==> config.mk <==
export PLATFORM = sky130hd
export DESIGN_NAME = moxie_fde_pipeline_flat
export DESIGN_NICKNAME = d
export VERILOG_FILES = /design/src/rtl/moxie_fde_pipeline_if.sv /design/src/rtl/moxie_fde_pipeline.sv /design/src/flat_wrapper.sv
export SDC_FILE = /design/constraint.sdc
export NUM_CORES = 1
export LEC_CHECK = 0
export BUFFER_PORTS_ARGS = -buffer_cell sky130_fd_sc_hd__buf_2
export CORE_MARGIN = 4
export CORE_UTILIZATION = 61
export DETAILED_ROUTE_END_ITERATION = 8
export PLACE_DENSITY = 0.9
export SLEW_MARGIN = 10
export SYNTH_ARGS = -nofsm -noshare
export SYNTH_HDL_FRONTEND = slang
export SYNTH_SLANG_ARGS = --single-unit
==> constraint.sdc <==
create_clock -name clk_i -period 6.2 [get_ports clk_i]
set_input_delay 1.24 -clock clk_i [delete_from_list [all_inputs] [get_ports clk_i]]
set_output_delay 1.24 -clock clk_i [all_outputs]
set_load 0.01 [all_outputs]
==> src/rtl/moxie_fde_pipeline_if.sv <==
// Bus bundle for the Moxie fetch/decode/execute block.
// master: the pipeline (drives fetch address, register read indices and
//         registered execute results; receives instruction data, stall and
//         register-file read data).
// slave : the surrounding core (instruction memory, register file, write stage).
interface moxie_fde_pipeline_if;
  logic [31:0] imem_address_o;
  logic [31:0] imem_data_i;
  logic        stall_i;
  logic [3:0]  riA_o;
  logic [3:0]  riB_o;
  logic [31:0] regA_i;
  logic [31:0] regB_i;
  logic        register_write_enable_o;
  logic [3:0]  register_write_index_o;
  logic [31:0] result_o;
  logic        memory_write_enable_o;
  logic [31:0] memory_write_address_o;

  modport master (
    output imem_address_o, riA_o, riB_o,
           register_write_enable_o, register_write_index_o, result_o,
           memory_write_enable_o, memory_write_address_o,
    input  imem_data_i, stall_i, regA_i, regB_i
  );

  modport slave (
    input  imem_address_o, riA_o, riB_o,
           register_write_enable_o, register_write_index_o, result_o,
           memory_write_enable_o, memory_write_address_o,
    output imem_data_i, stall_i, regA_i, regB_i
  );
endinterface

==> src/rtl/moxie_fde_pipeline.sv <==
// Moxie front pipeline: fetch, decode and execute with internal branch
// feedback. Fetches 16-bit opcodes plus optional 32-bit immediates,
// decodes an integer subset, reads operands from the external register
// file and registers results for the external write stage.
// Ports:
//   clk_i  - clock, rising edge
//   rst_i  - synchronous active-high reset
//   bus    - master side of moxie_fde_pipeline_if (imem fetch, stall,
//            register-file reads, registered write/store outputs)
module moxie_fde_pipeline #(
  parameter logic [31:0] RESET_PC = 32'h0000_1000
) (
  input  logic                        clk_i,
  input  logic                        rst_i,
  moxie_fde_pipeline_if.master        bus
);

  typedef enum logic {
    FETCH_OPCODE,
    FETCH_OPERAND
  } fetch_state_e;

  typedef enum logic [3:0] {
    OP_NOP, OP_LDI, OP_MOV, OP_ADD, OP_ST, OP_CMP, OP_JMPA,
    OP_AND, OP_SUB, OP_OR, OP_XOR, OP_INC, OP_DEC, OP_BR
  } op_class_e;

  // Fetch FSM and PC
  fetch_state_e state_q, state_d;
  logic [31:0]  pc_q, pc_d;

  // Fetch register
  logic [15:0]  f_op_q, f_op_d;
  logic [31:0]  f_imm_q, f_imm_d;
  logic [31:0]  f_pc_q, f_pc_d;
  logic         f_valid_q, f_valid_d;

  // Decode register
  op_class_e    d_opc_q, d_opc_d;
  logic [3:0]   d_ra_q, d_ra_d;
  logic [3:0]   d_rb_q, d_rb_d;
  logic [31:0]  d_imm_q, d_imm_d;
  logic [31:0]  d_pc_q, d_pc_d;
  logic         d_valid_q, d_valid_d;

  // Execute state: flags {gtu, ltu, gt, lt, eq} and output registers
  logic [4:0]   flags_q, flags_d;
  logic         rwe_q, rwe_d;
  logic [3:0]   widx_q, widx_d;
  logic [31:0]  result_q, result_d;
  logic         mwe_q, mwe_d;
  logic [31:0]  maddr_q, maddr_d;

  logic [15:0]  halfword;
  logic         is_long;
  logic         cond_met;
  logic         take_branch;
  logic [31:0]  br_target;

  assign halfword = bus.imem_data_i[31:16];
  assign is_long  = (halfword[15:8] == 8'h01) || (halfword[15:8] == 8'h1a);

  // ---------------- Fetch FSM: state register ----------------
  always_ff @(posedge clk_i) begin
    if (rst_i) state_q <= FETCH_OPCODE;
    else       state_q <= state_d;
  end

  // ---------------- Fetch FSM: next state ----------------
  always_comb begin
    state_d = state_q;
    if (take_branch) begin
      state_d = FETCH_OPCODE;
    end else if (!bus.stall_i) begin
      unique case (state_q)
        FETCH_OPCODE:  if (is_long) state_d = FETCH_OPERAND;
        FETCH_OPERAND: state_d = FETCH_OPCODE;
        default:       state_d = FETCH_OPCODE;
      endcase
    end
  end

  // ---------------- Fetch FSM: outputs ----------------
  // The PC stays on the opcode address while the immediate is fetched,
  // so a 6-byte instruction advances it in one step.
  always_comb begin
    bus.imem_address_o = (state_q == FETCH_OPERAND) ? pc_q + 32'd2 : pc_q;
    pc_d      = pc_q;
    f_op_d    = f_op_q;
    f_imm_d   = f_imm_q;
    f_pc_d    = f_pc_q;
    f_valid_d = f_valid_q;
    if (take_branch) begin
      pc_d      = br_target;
      f_valid_d = 1'b0;
    end else if (!bus.stall_i) begin
      unique case (state_q)
        FETCH_OPCODE: begin
          f_op_d    = halfword;
          f_pc_d    = pc_q;
          f_valid_d = !is_long;
          if (!is_long) pc_d = pc_q + 32'd2;
        end
        FETCH_OPERAND: begin
          f_imm_d   = bus.imem_data_i;
          f_valid_d = 1'b1;
          pc_d      = pc_q + 32'd6;
        end
        default: f_valid_d = 1'b0;
      endcase
    end
  end

  // ---------------- Decode ----------------
  // For branches rB carries the condition code and the operand the
  // sign-extended halfword offset.
  always_comb begin
    d_opc_d   = d_opc_q;
    d_ra_d    = d_ra_q;
    d_rb_d    = d_rb_q;
    d_imm_d   = d_imm_q;
    d_pc_d    = d_pc_q;
    d_valid_d = d_valid_q;
    if (take_branch) begin
      d_valid_d = 1'b0;
    end else if (!bus.stall_i) begin
      d_valid_d = f_valid_q;
      d_pc_d    = f_pc_q;
      d_opc_d   = OP_NOP;
      if (!f_op_q[15]) begin
        d_ra_d  = f_op_q[7:4];
        d_rb_d  = f_op_q[3:0];
        d_imm_d = f_imm_q;
        case (f_op_q[15:8])
          8'h01:   d_opc_d = OP_LDI;
          8'h02:   d_opc_d = OP_MOV;
          8'h05:   d_opc_d = OP_ADD;
          8'h0b:   d_opc_d = OP_ST;
          8'h0e:   d_opc_d = OP_CMP;
          8'h1a:   d_opc_d = OP_JMPA;
          8'h26:   d_opc_d = OP_AND;
          8'h29:   d_opc_d = OP_SUB;
          8'h2b:   d_opc_d = OP_OR;
          8'h2e:   d_opc_d = OP_XOR;
          default: d_opc_d = OP_NOP;
        endcase
      end else if (!f_op_q[14]) begin
        d_ra_d  = f_op_q[11:8];
        d_rb_d  = f_op_q[3:0];
        d_imm_d = {24'd0, f_op_q[7:0]};
        case (f_op_q[13:12])
          2'b00:   d_opc_d = OP_INC;
          2'b01:   d_opc_d = OP_DEC;
          default: d_opc_d = OP_NOP;
        endcase
      end else begin
        d_ra_d  = f_op_q[7:4];
        d_rb_d  = f_op_q[13:10];
        d_imm_d = {{22{f_op_q[9]}}, f_op_q[9:0]};
        d_opc_d = (f_op_q[13:10] < 4'd6) ? OP_BR : OP_NOP;
      end
    end
  end

  assign bus.riA_o = d_ra_q;
  assign bus.riB_o = d_rb_q;

  // ---------------- Execute: branch resolution ----------------
  always_comb begin
    case (d_rb_q)
      4'd0:    cond_met = flags_q[0];
      4'd1:    cond_met = !flags_q[0];
      4'd2:    cond_met = flags_q[1];
      4'd3:    cond_met = flags_q[2];
      4'd4:    cond_met = flags_q[3];
      4'd5:    cond_met = flags_q[4];
      default: cond_met = 1'b0;
    endcase
    br_target   = (d_opc_q == OP_JMPA) ? d_imm_q
                                       : d_pc_q + 32'd2 + {d_imm_q[30:0], 1'b0};
    take_branch = d_valid_q && !bus.stall_i &&
                  ((d_opc_q == OP_JMPA) || ((d_opc_q == OP_BR) && cond_met));
  end

  // ---------------- Execute: results ----------------
  always_comb begin
    rwe_d    = 1'b0;
    mwe_d    = 1'b0;
    widx_d   = widx_q;
    result_d = result_q;
    maddr_d  = maddr_q;
    flags_d  = flags_q;
    if (d_valid_q && !bus.stall_i) begin
      case (d_opc_q)
        OP_LDI: begin rwe_d = 1'b1; widx_d = d_ra_q; result_d = d_imm_q; end
        OP_MOV: begin rwe_d = 1'b1; widx_d = d_ra_q; result_d = bus.regB_i; end
        OP_ADD: begin rwe_d = 1'b1; widx_d = d_ra_q; result_d = bus.regA_i + bus.regB_i; end
        OP_SUB: begin rwe_d = 1'b1; widx_d = d_ra_q; result_d = bus.regA_i - bus.regB_i; end
        OP_AND: begin rwe_d = 1'b1; widx_d = d_ra_q; result_d = bus.regA_i & bus.regB_i; end
        OP_OR:  begin rwe_d = 1'b1; widx_d = d_ra_q; result_d = bus.regA_i | bus.regB_i; end
        OP_XOR: begin rwe_d = 1'b1; widx_d = d_ra_q; result_d = bus.regA_i ^ bus.regB_i; end
        OP_INC: begin rwe_d = 1'b1; widx_d = d_ra_q; result_d = bus.regA_i + d_imm_q; end
        OP_DEC: begin rwe_d = 1'b1; widx_d = d_ra_q; result_d = bus.regA_i - d_imm_q; end
        OP_ST: begin
          mwe_d    = 1'b1;
          maddr_d  = bus.regA_i;
          result_d = bus.regB_i;
        end
        OP_CMP: begin
          flags_d[0] = (bus.regA_i == bus.regB_i);
          flags_d[1] = ($signed(bus.regA_i) < $signed(bus.regB_i));
          flags_d[2] = ($signed(bus.regA_i) > $signed(bus.regB_i));
          flags_d[3] = (bus.regA_i < bus.regB_i);
          flags_d[4] = (bus.regA_i > bus.regB_i);
        end
        default: ;
      endcase
    end
  end

  // ---------------- Datapath registers ----------------
  always_ff @(posedge clk_i) begin
    if (rst_i) begin
      pc_q      <= RESET_PC;
      f_op_q    <= '0;
      f_imm_q   <= '0;
      f_pc_q    <= '0;
      f_valid_q <= 1'b0;
      d_opc_q   <= OP_NOP;
      d_ra_q    <= '0;
      d_rb_q    <= '0;
      d_imm_q   <= '0;
      d_pc_q    <= '0;
      d_valid_q <= 1'b0;
      flags_q   <= '0;
      rwe_q     <= 1'b0;
      widx_q    <= '0;
      result_q  <= '0;
      mwe_q     <= 1'b0;
      maddr_q   <= '0;
    end else begin
      pc_q      <= pc_d;
      f_op_q    <= f_op_d;
      f_imm_q   <= f_imm_d;
      f_pc_q    <= f_pc_d;
      f_valid_q <= f_valid_d;
      d_opc_q   <= d_opc_d;
      d_ra_q    <= d_ra_d;
      d_rb_q    <= d_rb_d;
      d_imm_q   <= d_imm_d;
      d_pc_q    <= d_pc_d;
      d_valid_q <= d_valid_d;
      flags_q   <= flags_d;
      rwe_q     <= rwe_d;
      widx_q    <= widx_d;
      result_q  <= result_d;
      mwe_q     <= mwe_d;
      maddr_q   <= maddr_d;
    end
  end

  assign bus.register_write_enable_o = rwe_q;
  assign bus.register_write_index_o  = widx_q;
  assign bus.result_o                = result_q;
  assign bus.memory_write_enable_o   = mwe_q;
  assign bus.memory_write_address_o  = maddr_q;

endmodule

==> src/flat_wrapper.sv <==
// flat-port wrapper written by rule: the top's interface ports become plain ports
module moxie_fde_pipeline_flat 
#(
  parameter logic [31:0] RESET_PC = 32'h0000_1000
)
  (clk_i, rst_i, bus_imem_address_o, bus_riA_o, bus_riB_o, bus_register_write_enable_o, bus_register_write_index_o, bus_result_o, bus_memory_write_enable_o, bus_memory_write_address_o, bus_imem_data_i, bus_stall_i, bus_regA_i, bus_regB_i);
  moxie_fde_pipeline_if bus_i ();
  input  logic clk_i;
  input  logic rst_i;
  output wire logic [$bits(bus_i.imem_address_o)-1:0] bus_imem_address_o;
  output wire logic [$bits(bus_i.riA_o)-1:0] bus_riA_o;
  output wire logic [$bits(bus_i.riB_o)-1:0] bus_riB_o;
  output wire logic [$bits(bus_i.register_write_enable_o)-1:0] bus_register_write_enable_o;
  output wire logic [$bits(bus_i.register_write_index_o)-1:0] bus_register_write_index_o;
  output wire logic [$bits(bus_i.result_o)-1:0] bus_result_o;
  output wire logic [$bits(bus_i.memory_write_enable_o)-1:0] bus_memory_write_enable_o;
  output wire logic [$bits(bus_i.memory_write_address_o)-1:0] bus_memory_write_address_o;
  input wire logic [$bits(bus_i.imem_data_i)-1:0] bus_imem_data_i;
  input wire logic [$bits(bus_i.stall_i)-1:0] bus_stall_i;
  input wire logic [$bits(bus_i.regA_i)-1:0] bus_regA_i;
  input wire logic [$bits(bus_i.regB_i)-1:0] bus_regB_i;
  assign bus_imem_address_o = bus_i.imem_address_o;
  assign bus_riA_o = bus_i.riA_o;
  assign bus_riB_o = bus_i.riB_o;
  assign bus_register_write_enable_o = bus_i.register_write_enable_o;
  assign bus_register_write_index_o = bus_i.register_write_index_o;
  assign bus_result_o = bus_i.result_o;
  assign bus_memory_write_enable_o = bus_i.memory_write_enable_o;
  assign bus_memory_write_address_o = bus_i.memory_write_address_o;
  assign bus_i.imem_data_i = bus_imem_data_i;
  assign bus_i.stall_i = bus_stall_i;
  assign bus_i.regA_i = bus_regA_i;
  assign bus_i.regB_i = bus_regB_i;
  moxie_fde_pipeline #(.RESET_PC(RESET_PC)) u_core (.clk_i(clk_i), .rst_i(rst_i), .bus(bus_i));
endmodule
=== Yosys cells after proc, flatten, opt, wreduce, memory -nomap -nowiden ===
Index checks and enable logic that the tools add are counted.

* Register bits after elaboration: 266
* Bits of input ports: 99
* Output and inout port bits: 110
* Word-level logic and storage cells: 119

* Add/subtract/negate cells: 8
* Multiplexer cells: 24
* Equality and inequality tests: 34
* Magnitude comparators: 5
* Bitwise logic cells: 7
* Reductions and logical operators: 23

{| class="wikitable"
|+ Operators with widths
! kind !! count
|-
| 32-bit one-hot mux with 9 select lines || 1
|-
| 32-bit two-way mux || 7
|-
| 32-bit adder || 3
|-
| 32-bit by 2-bit adder with 32-bit output, second input constant || 2
|-
| 32-bit > comparator || 2
|-
| 32-bit less-than comparator || 2
|-
| 32-bit one-hot mux with 2 select lines || 1
|-
| 32-bit subtractor || 2
|-
| 4-bit one-hot mux with 10 select lines || 1
|-
| 32-bit by 3-bit adder with 32-bit output, second input constant || 1
|-
| 32-bit bitwise AND || 1
|-
| 32-bit equality test || 1
|-
| 8-bit by 6-bit equality test with 1-bit output, second input constant || 4
|-
| 32-bit OR || 1
|-
| 32-bit XOR || 1
|-
| 4-bit two-way mux || 7
|-
| 4-bit by 3-bit equality test with 1-bit output, second input constant || 6
|-
| 4-bit equality test, second input constant || 6
|-
| 4-bit by 2-bit equality test with 1-bit output, second input constant || 4
|-
| 8-bit by 1-bit equality test with 1-bit output, second input constant || 2
|-
| 8-bit by 4-bit equality test with 1-bit output, second input constant || 2
|-
| 8-bit by 5-bit equality test with 1-bit output, second input constant || 2
|-
| 2-bit AND reduction || 6
|-
| 9-bit nonzero test || 1
|-
| other kinds (20) || 35
|}

=== Longest topological paths before layout ===
* Word-level depth: 7
* Depth in mapped cells: 22
* Gate-level depth less buffers: 22

=== Worst setup path before layout ===
OpenSTA, ideal clock, no wires.

* Path type: input to register
* Start point: input bus_regB_i[10]
* End point: register u_core.result_q[30], in the netlist u_core.bus.result_o[30]
* Stages on the path: 17
* Required time: 6.126 ns
* Slack: 1.204 ns
* Data arrival time: 4.921 ns
* Buffers on the path: 1
* Cells stage by stage: clkbuf_1 or4_1 or3_1 nor2_1 nand2_1 or4_1 nor2_1 xnor2_1 a221oi_1 ha_1 nand3_1 nor3_1 o21a_1 o2111ai_1 or3_1 a211o_1 o21ai_0

* Longest elaborated chain between the ends: 2
* Elaborated cells on any way between the ends: 3
* Those cells by class: 2 x add/sub; 1 x mux

{| class="wikitable"
|+ RTL lines
! item !! line !! RTL
|-
| start, declared || flat_wrapper.sv:21 || <nowiki>input wire logic [$bits(bus_i.regB_i)-1:0] bus_regB_i;</nowiki>
|-
| 32-bit subtractor or 32-bit adder (tied branches) || moxie_fde_pipeline.sv:198, moxie_fde_pipeline.sv:197 ||
|-
| 32-bit one-hot mux with 9 select lines * || moxie_fde_pipeline.sv:194 || <nowiki>case (d_opc_q)</nowiki>
|-
| end signal, assigned || moxie_fde_pipeline.sv:256 || <nowiki>result_q <= result_d;</nowiki>
|-
| end, declared || moxie_fde_pipeline.sv:50 || <nowiki>logic [31:0] result_q, result_d;</nowiki>
|}

Every way passes the cells marked *; elsewhere a longest branch is shown, timed or not.
A chain may end at the register's enable or synchronous reset.

=== Worst setup path in the final report ===
* Start point: register u_core.d_imm_q[2]
* End point: register u_core.result_q[28], in the netlist u_core.bus.result_o[28]

* Longest elaborated chain between the ends: 2
* Elaborated cells on any way between the ends: 3
* Those cells by class: 2 x add/sub; 1 x mux

{| class="wikitable"
|+ RTL lines
! item !! line !! RTL
|-
| start, declared || moxie_fde_pipeline.sv:42 || <nowiki>logic [31:0] d_imm_q, d_imm_d;</nowiki>
|-
| start signal, assigned || moxie_fde_pipeline.sv:250 || <nowiki>d_imm_q <= d_imm_d;</nowiki>
|-
| 32-bit subtractor or 32-bit adder (tied branches) || moxie_fde_pipeline.sv:203, moxie_fde_pipeline.sv:202 ||
|-
| 32-bit one-hot mux with 9 select lines * || moxie_fde_pipeline.sv:194 ||
|}

Marks and branches as above.

==> impl_metrics.sql <==
INSERT INTO impl_metrics (metric_group, metric, value, unit) VALUES
('grt', 'largest_net_degree_at_the_start_of_global_routing', '154', ''),
('timing', 'tightest_slew', '1151', 'ps'),
('clock_tree', 'cts_buffers', '30', ''),
('synth', 'post-synth-top-count-cell', 'sky130_fd_sc_hd__nand2_1', ''),
('floorplan', 'die-width', '188.6', 'µm'),
('setup_path', 'critPathMaxFanout', '8', ''),
('detailed_routing', 'route.detailed.vias_per_inst', '6.517', ''),
('detailed_routing', 'routed_wirelength', '68700', 'µm'),
('timing', 'fin_crit_sh', '82.02', '%'),
('power', 'clock_power_share', '41.8', '%'),
('clock_tree', 'clock-sinks', '266', ''),
('cells_and_area', 'final_design_area_no_fill', '0.02227', 'mm²'),
('synth', 'synth_area_per_cell', '7.353', 'µm²'),
('timing', 'slew_headroom', '23.07', '%'),
('detailed_routing', 'vias', '21245', ''),
('flow_run', 'maxCapViolCount', '0', ''),
('grt', 'grt_first_pass_wirelength', '106500', 'µm'),
('place', 'dpl-instance-area', '0.02117', 'mm²'),
('place', 'dp_hpwl', '49510', 'µm'),
('timing', 'timing.setup.tns', '0', 'ps'),
('cells_and_area', 'layout-area-overhead-vs-synth', '11.93', '%'),
('detailed_routing', 'avgRoutedWirePerCell', '21.07', 'µm'),
('clock_tree', 'clkSlewWorstSetupHoldPaths', '60', 'ps'),
('timing', 'fmax', '196.7', 'MHz'),
('cells_and_area', 'final-instance-count-excl-fill', '3260', ''),
('synth', 'post_synth_inst_count', '2706', ''),
('power', 'netSwitchingFraction', '30.31', '%'),
('setup_path', 'crit_slowest_cell', 'sky130_fd_sc_hd__dfxtp_1', ''),
('synth', 'synthDistinctLibCells', '77', ''),
('synth', 'netlist.area_leader.share', '26.76', '%'),
('setup_path', 'worst-path-stages', '20', ''),
('grt', 'globalRoute.totalOverflow', '0', ''),
('grt', 'first_global_vias', '19925', ''),
('synth', 'synth_edf_count', '0', ''),
('floorplan', 'start_util', '62.41', '%'),
('setup_path', 'timing.critical_path.required', '6670', 'ps'),
('setup_path', 'timing.critical_path.max_delay_family', 'simple AND/OR/NAND/NOR gates', ''),
('hold_path', 'worst_hold_path.num_cells', '2', ''),
('clock_tree', 'cts_max_level', '1', ''),
('setup_path', 'cells_along_the_critical_path', 'or3_4, or3_4, nor2_4, nand2_2, or3_4, or3_4, or3_4, or3_1, a32oi_1, o21ai_1, ha_1, a21oi_1, inv_1, a21oi_1, o21ai_1, a21oi_1, o21ai_0, a21oi_1, nor3b_1, a221oi_1', ''),
('setup_path', 'worst-r2r-cell-count', '20', ''),
('synth', 'postSynth.topFlopCell', 'sky130_fd_sc_hd__dfxtp_1', ''),
('synth', 'ys_seq_area_share', '26.76', '%'),
('setup_path', 'crit_path_max_incr_delay', '440', 'ps'),
('outcome', 'status', 'finished clean', ''),
('grt', 'track_usage', '36.43', '%'),
('setup_path', 'setup.worst_path.start_class', 'register', ''),
('power', 'ir_drop', '0.2594', 'mV'),
('synth', 'ys_ff_latch', '266', ''),
('timing', 'timing_hold_violations_final', '0', ''),
('detailed_routing', 'detail_route.first_pass.iterations', '8', ''),
('hold_path', 'hp-class', 'reg2reg', ''),
('setup_path', 'arrival', '5550', 'ps'),
('synth', 'synth.yosys.warnings', '0', ''),
('floorplan', 'boundary_pins', '209', ''),
('floorplan', 'core-area', '0.03188', 'mm²'),
('timing', 'rsz0062_at_grt', 'no', ''),
('power', 'power_internal', '3.265', 'mW'),
('synth', 'yosys.area.top_type', 'sky130_fd_sc_hd__dfxtp_1', ''),
('setup_path', 'timing.setup.critical_path_class', 'reg2reg', ''),
('detailed_routing', 'drc', '0', ''),
('place', 'count_of_placed_standard_cells_including_taps', '3205', ''),
('floorplan', 'dieHeight', '188.6', 'µm'),
('clock_tree', 'post_cts_buffers', '0', ''),
('synth', 'mappedNetlistArea', '0.01990', 'mm²'),
('synth', 'synth.top_cells.by_count', 'sky130_fd_sc_hd__nand2_1, sky130_fd_sc_hd__dfxtp_1, sky130_fd_sc_hd__nor2_1, sky130_fd_sc_hd__a21oi_1, sky130_fd_sc_hd__ha_1', ''),
('clock_tree', 'cts_hold_repair.buffers', '0', ''),
('setup_path', 'worst_setup_path_end_kind', 'register', ''),
('synth', 'post_synth_main_area_contributors', 'sky130_fd_sc_hd__dfxtp_1, sky130_fd_sc_hd__ha_1, sky130_fd_sc_hd__nand2_1', ''),
('clock_tree', 'clk_root_buffer_cell', 'sky130_fd_sc_hd__clkbuf_16', ''),
('detailed_routing', 'ant_nets', '0', '');
-- metal layers --
metal | wire length, µm | up-vias | track usage, %
li1 | - | 9744 | -
met5 | 0 | - | 0
met3 | 7439 | 266 | 7.521
met2 | 30080 | 1332 | 56.96
met1 | 27170 | 9903 | 47.43
met4 | 4006 | 0 | 19.42
-- worst min-delay path, stage by stage, from the launching register on --
cell	delay, ps
sky130_fd_sc_hd__dfxtp_1	300
sky130_fd_sc_hd__nand2_1	50
sky130_fd_sc_hd__a21oi_1	50
-- power groups by stage --
| stage | clock [mW] | combinational, mW | sequential (mW) |
|---|---|---|---|
| finish | 1.96 | 0.901 | 1.82 |
| global route | 2.05 | 0.974 | 1.83 |
| CTS | 1.97 | 0.873 | 1.82 |
| detailed placement | 0 | 0.866 | 1.86 |
| global placement | 0 | 0.846 | 1.86 |
| floorplan | 0 | 0.618 | 1.81 |
-- registers in the layout, summed over array words and instances, names as in the netlist, 4 cells and up --
register,flops
u_core.bus.register_write_index_o,4
u_core.d_pc_q,32
u_core.pc_q,32
u_core.bus.result_o,32
u_core.f_op_q,16
u_core.bus.riB_o,4
u_core.bus.riA_o,4
u_core.flags_q,5
u_core.bus.memory_write_address_o,32
u_core.f_imm_q,32
u_core.d_imm_q,32
u_core.d_opc_q,4
u_core.f_pc_q,32
-- stage by stage --
step                      setup WS, ps  hold WS [ps]  power, mW
final                             1115         450.2      4.686
after global routing             828.1         471.1      4.851
after CTS                         1230         448.9      4.665
after detailed placement         637.0         443.2      2.723
after global placement           678.8         436.0      2.701
after floorplan                   1204         431.8      2.431
-- cells by family (layout without fill, tap and decap cells) --
family                     after synthesis  in the layout  synth area share (%)
buffers and inverters                  293            411                 5.584
adders and majority gates              195            195                 12.38
muxes                                   24             24                 1.226
DFF                                    266            266                 26.76
xor gates and xnor gates               166            166                 7.307
and+or+nand+nor                       1044           1044                 23.41
other                                    0              1                     0
AOI/OAI and AO/OA                      718            718                 23.33
-- cell type report --
type,count,area [µm²]
Antenna cell,1,2.502
Clock buffer,39,864.6
Clock inverter,15,237.7
Fill cell,2689,9610
Inverter,113,424.2
Multi-Input combinational cell,2147,13540
Sequential cell,266,5325
Tap cell,435,544.3
Timing Repair Buffer,244,1333
-- worst paths after layout --
kind,end,slack [ps],start
max,u_core.bus.result_o[28],1110,u_core.d_imm_q[2]
min reg2reg,u_core.bus.memory_write_address_o[13],450,u_core.bus.memory_write_address_o[13]
max reg2reg,u_core.bus.result_o[28],1110,u_core.d_imm_q[2]
min,u_core.bus.memory_write_address_o[13],450,u_core.bus.memory_write_address_o[13]
-- layout by cell type, fill, tap and decap left out, types with 8 or more instances in the layout --
master / count
sky130_fd_sc_hd__nand2_1: 466
sky130_fd_sc_hd__dfxtp_1: 266
sky130_fd_sc_hd__a21oi_1: 262
sky130_fd_sc_hd__nor2_1: 259
sky130_fd_sc_hd__buf_2: 207
sky130_fd_sc_hd__ha_1: 192
sky130_fd_sc_hd__inv_1: 113
sky130_fd_sc_hd__xnor2_1: 113
sky130_fd_sc_hd__o21ai_0: 101
sky130_fd_sc_hd__nor3_1: 75
sky130_fd_sc_hd__a211oi_1: 73
sky130_fd_sc_hd__xor2_1: 53
sky130_fd_sc_hd__nand2b_1: 50
sky130_fd_sc_hd__a221oi_1: 48
sky130_fd_sc_hd__nand3_1: 41
sky130_fd_sc_hd__buf_4: 35
sky130_fd_sc_hd__o211ai_1: 33
sky130_fd_sc_hd__clkbuf_16: 30
sky130_fd_sc_hd__nor4_1: 28
sky130_fd_sc_hd__nand4_1: 23
sky130_fd_sc_hd__a21o_1: 23
sky130_fd_sc_hd__mux2i_1: 21
sky130_fd_sc_hd__a311oi_1: 21
sky130_fd_sc_hd__or3_1: 19
sky130_fd_sc_hd__nor2b_1: 17
sky130_fd_sc_hd__a22oi_1: 14
sky130_fd_sc_hd__o21bai_1: 14
sky130_fd_sc_hd__o2111ai_1: 12
sky130_fd_sc_hd__and3_1: 11
sky130_fd_sc_hd__o31ai_1: 11
sky130_fd_sc_hd__a31oi_1: 11
sky130_fd_sc_hd__or4_1: 9
sky130_fd_sc_hd__o21a_1: 9
sky130_fd_sc_hd__clkbuf_8: 9
sky130_fd_sc_hd__o21ai_1: 8
sky130_fd_sc_hd__a221o_1: 8
Note: power is estimated with default switching activity, not from simulation.
